--- src/rtl/uart_tx_arbiter_pkg.sv ---
// uart_arb_pkg: arbiter state encoding and ID width helper, shared with the RX-side scheduler
package uart_arb_pkg;
  localparam logic [1:0] IDLE = 2'd0;
  localparam logic [1:0] SEND = 2'd1;
  localparam logic [1:0] GAP  = 2'd2;
  function automatic int id_width(input int n);
    return (n > 1) ? $clog2(n) : 1;
  endfunction
endpackage

--- src/rtl/rr_priority_picker.sv ---
// rr_priority_picker: first set request scanning upward from ptr+1, wrapping; ptr itself is checked last
module rr_priority_picker import uart_arb_pkg::*; #(
  parameter int N = 4,
  localparam int W = id_width(N)
) (
  input  logic [N-1:0] req,
  input  logic [W-1:0] ptr,
  output logic [N-1:0] onehot,
  output logic [W-1:0] idx,
  output logic         found
);
  always_comb begin
    idx = '0;
    found = 1'b0;
    for (int k = 1; k <= N; k++) begin
      if (!found && |(req & (N'(1) << ((int'(ptr) + k) % N)))) begin
        found = 1'b1;
        idx = W'((int'(ptr) + k) % N);
      end
    end
    onehot = found ? N'(1) << idx : '0;
  end
endmodule

--- src/rtl/uart_tx_arbiter.sv ---
// uart_tx_arbiter: round-robin share of one valid/ready link with burst locking, beat gap and timeout abort
module uart_tx_arbiter import uart_arb_pkg::*; #(
  parameter int DATA_WIDTH = 8,
  parameter int NUM_REQ = 4,
  parameter int MAX_BURST = 4,
  parameter int TIMEOUT = 1024,
  localparam int ID_W = id_width(NUM_REQ)
) (
  input  logic                          clock,
  input  logic                          reset,
  input  logic [NUM_REQ-1:0]            req_valid,
  output logic [NUM_REQ-1:0]            req_ready,
  input  logic [NUM_REQ*DATA_WIDTH-1:0] req_d,
  output logic                          sync_valid,
  input  logic                          sync_ready,
  output logic [DATA_WIDTH-1:0]         sync_d,
  output logic [ID_W-1:0]               grant_id,
  output logic                          timeout_err,
  output logic                          busy
);
  localparam int BW = $clog2(MAX_BURST + 1);
  localparam int WW = $clog2(TIMEOUT);
  logic [1:0] state;
  logic [BW-1:0] burst_cnt;
  logic [WW-1:0] wait_cnt;
  logic [NUM_REQ-1:0] pick_onehot;
  logic [ID_W-1:0] pick_idx, win;
  logic pick_found, lock, win_ok;
  rr_priority_picker #(.N(NUM_REQ)) u_pick (
    .req(req_valid),
    .ptr(grant_id),
    .onehot(pick_onehot),
    .idx(pick_idx),
    .found(pick_found)
  );
  assign lock = state == GAP && burst_cnt < BW'(MAX_BURST) && req_valid[grant_id];
  assign win = lock ? grant_id : pick_idx;
  assign win_ok = state != SEND && (lock || pick_found);
  assign req_ready = win_ok ? NUM_REQ'(1) << win : '0;
  always_ff @(posedge clock or negedge reset) begin
    if (!reset) begin
      state <= IDLE;
      sync_valid <= 1'b0;
      sync_d <= '0;
      grant_id <= ID_W'(NUM_REQ - 1);
      timeout_err <= 1'b0;
      busy <= 1'b0;
      burst_cnt <= '0;
      wait_cnt <= '0;
    end else begin
      timeout_err <= 1'b0;
      if (win_ok) begin
        state <= SEND;
        sync_valid <= 1'b1;
        busy <= 1'b1;
        sync_d <= DATA_WIDTH'(req_d >> (int'(win) * DATA_WIDTH));
        grant_id <= win;
        burst_cnt <= lock ? burst_cnt + 1'b1 : BW'(1);
        wait_cnt <= '0;
      end else if (state == GAP) begin
        state <= IDLE;
      end else if (state == SEND) begin
        if (sync_ready || wait_cnt == WW'(TIMEOUT - 1)) begin
          state <= GAP;
          sync_valid <= 1'b0;
          busy <= 1'b0;
          // an abandoned beat saturates the burst so the owner loses the lock
          if (!sync_ready) begin
            timeout_err <= 1'b1;
            burst_cnt <= BW'(MAX_BURST);
          end
        end else begin
          wait_cnt <= wait_cnt + 1'b1;
        end
      end
    end
  end
endmodule

--- config.mk ---
export PLATFORM = sky130hd
export DESIGN_NAME = uart_tx_arbiter
export DESIGN_NICKNAME = d
export VERILOG_FILES = /design/src/rtl/uart_tx_arbiter_pkg.sv /design/src/rtl/rr_priority_picker.sv /design/src/rtl/uart_tx_arbiter.sv
export SDC_FILE = /design/constraint.sdc
export NUM_CORES = 1
export LEC_CHECK = 0
export BUFFER_PORTS_ARGS = -buffer_cell sky130_fd_sc_hd__buf_4
export CAP_MARGIN = 20
export CORE_ASPECT_RATIO = 0.9
export CORE_UTILIZATION = 29
export DETAILED_ROUTE_END_ITERATION = 7
export GPL_TIMING_DRIVEN = 0
export HOLD_SLACK_MARGIN = 0.15
export PLACE_DENSITY = 0.48
export SLEW_MARGIN = 20
export SYNTH_ARGS = -nofsm -noshare
export SYNTH_HDL_FRONTEND = slang
export SYNTH_SLANG_ARGS = --single-unit
--- constraint.sdc ---
create_clock -name clock -period 2.5 [get_ports clock]
set_input_delay 0.25 -clock clock [delete_from_list [all_inputs] [get_ports clock]]
set_output_delay 0.25 -clock clock [all_outputs]
set_load 0.03 [all_outputs]
==> metrics.csv <==
metric;value;unit
track_usage;17.6;%
top_usage_layer;met2;
fin_crit;3060;ps
clk_pin_slew;100;ps
grt_pass1_vias;2129;
synth_top_family_by_area;compound AO/OA/AOI/OAI gates;
p_clk_share;4.2;%
async_flop_share;100;%
grt_pass1_wl;10800;microns
timing.fmax;0.327;GHz
placedCellCount;394;
synth.mux.area_fraction;5.30;%
drv_cap;0;
finalMaxSlewViolations;0;
clk_path_buf_depth;2;
hold_viol;0;
internal_power;3280;uW
min_from;req_d[5];
crit_required;2250;ps
root_buffer;clkbuf_8;
hp-class;input pin to register;
syn_area;2120;sq um
rsz0062_at_grt;true;
p_switching;2880;uW
die_h;83.2;microns
area_growth_syn_to_layout;64.8;%
comb_power_share;83.7;%
cts_max_level;1;
synthSimpleGateAreaFrac;16.5;%
r2r_start;grant_id[1];
cp-startpoint;grant_id[1];
clock_sinks;27;
yosysSeqAreaShare;31.9;%
core_area;7080;sq um
period_share;122;%
grtUsageMet2;28.5;%
arrival;2810;ps
num-nets-final;388;
swShare;46.7;%
rows;29;
route.detailed.drc;0;
io_pins;56;
synthXorXnorAreaFrac;2.47;%
seqPwrFrac;12.0;%
worst-setup-path-type;register to output port;
ant_nets;0;
met1_usage;25.8;%
cts-buffers-inserted;3;
peakVddDrop;796;uV
worst_slew_pin_slew;494;ps
gp_congestion;0.782;
synth_edf_count;0;
grt_max_degree;28;
die_width;92.2;microns
gr-usage-met3;2.29;%
setup_viol;23;
dieArea;7670;sq um
grt-ovfl-total;0;
crit_fanout;4;
holdWs;267;ps
crit_path_end_kind;output port;
final_cells;435;
antenna_found_initial;0;
start_util;30.0;%
synth_cell_types;48;
synth-compound-area-share;31.9;%
antenna-diode-count;0;
clock_latency;280;ps
cp-start-kind;register;
vias;2221;
worst-r2r-cell-count;11;
final_cell_mix;80 x buf_4, 25 x dfrtp_1, 20 x o21ai_0;
ys_ff_latch;27;
p_leak;0.00152;uW
vias_per_cell;5.11;
p_per_area;1760;nW/um^2
synth_fa_ha_area_share;3.53;%
synthFlopType;dfrtp_1;
wire_per_inst;15.6;microns
whs_path_depth;3;
violations;setup timing;
worst_slack;-557;ps
status;complete, but fails checks;
drt_iter0_drc;64;
netlist_instances;246;
syn_nets;291;
yosysWarningCount;0;
cts_tree;done;
drive_gt1_share;51.2;%
layout_commonest_cell;buf_4;
routed_wl;6800;microns
dr.pass1.iters;4;
io_buffers;55;
skew;7.42;ps
postSynthAreaPerCell;8.64;sq um
dp_hpwl;4600;microns
slew_headroom;67.1;%
[area by class of cell]
type                    count  area (sq um)
fillers                   678          3570
multi-input cells         184          1590
plain buffers              13           145
inverters                  20          85.1
flip-flops and latches     27           686
clock inverters             1          7.51
clock buffers               3          41.3
well taps                  93           116
repair buffers             94           827
[cells by family (layout without fill, tap and decap cells)]
family,after synthesis,count (layout)
compound gates,89,89
xor+xnor,6,6
fa+ha+maj,6,6
buf+inv,35,131
flops,27,27
mux,10,10
simple gates,73,73
[worst max-delay path, cell delays in order (launching register included)]
cell and delay [ps]:
dfstp_4 680, buf_4 130, mux4_2 560, and3_4 230, or4_4 440, nand2_4 80, or2_4 130, buf_12 110
nor2_4 30, buf_6 140
[power groups by stage]
stage / sequential, uW / clock [uW] / combinational (uW)
after global routing: 758 / 289 / 5500
after detailed placement: 767 / 0 / 3460
after global placement: 764 / 0 / 3460
after floorplan: 913 / 0 / 2440
after CTS: 755 / 271 / 4730
final: 739 / 261 / 5150
[sequential cells by signal, indices dropped and copies added (netlist names)]
name,count
wait_cnt,10
sync_d,8
burst_cnt,3
grant_id,2
state,2
busy,1
timeout_err,1
[cell usage after synthesis (4+ instances only)]
library cell	instances	area (sq um)
nor2_1	24	90.1
nand2_1	20	75.1
o211ai_2	7	87.6
a22oi_1	6	45.0
nand3_1	4	20.0
o22a_1	8	70.1
mux2i_1	9	90.1
a22o_1	4	35.0
a21oi_1	9	45.0
o21ai_0	24	120
clkbuf_1	6	22.5
dfrtp_1	25	626
inv_1	20	75.1
o221ai_1	8	70.1
or3_1	5	31.3
ha_1	6	75.1
o2111ai_1	8	70.1
[final timing paths]
kind	to	slack (ps)
setup / recovery	req_ready[2]	-560
hold / removal	sync_d[5]	270
setup reg to reg	sync_d[0]	-340
hold reg to reg	burst_cnt[0]	510
max in group asynchronous	grant_id[0]	1770
min in group asynchronous	wait_cnt[3]	410
[layer usage]
metal / up-vias / wire, microns
li1: 1112 / -
met1: 1067 / 3350
met2: 40 / 3200
met3: 2 / 226
met4: 0 / 22
met5: - / 0
[what timing repair did]
item | in CTS | in global routing
endpoints found under the setup margin | 28 | 28
hold buffers | 1 | 0
buffers inserted | 21 | 15
hold endpoints to repair | 25 | 0
cloned | 3 | 0
resized for setup | 63 | 15
pin swaps | 22 | 17
[stage by stage]
| step | setup TNS, ps | instance area [sq um] | total power [uW] | setup WS [ps] | util [%] |
|---|---|---|---|---|---|
| after floorplan | -1380 | 2270 | 3350 | -205 | - |
| after global placement | -7820 | 2800 | 4220 | -553 | 39.6 |
| after detailed placement | -7400 | 2800 | 4230 | -532 | 39.6 |
| after CTS | -6160 | 3320 | 5750 | -605 | 47.0 |
| after global routing | -7720 | 3500 | 6550 | -644 | 49.5 |
| final | -5350 | 3500 | 6150 | -557 | 49.5 |
Power figures use the tool's default switching activity.
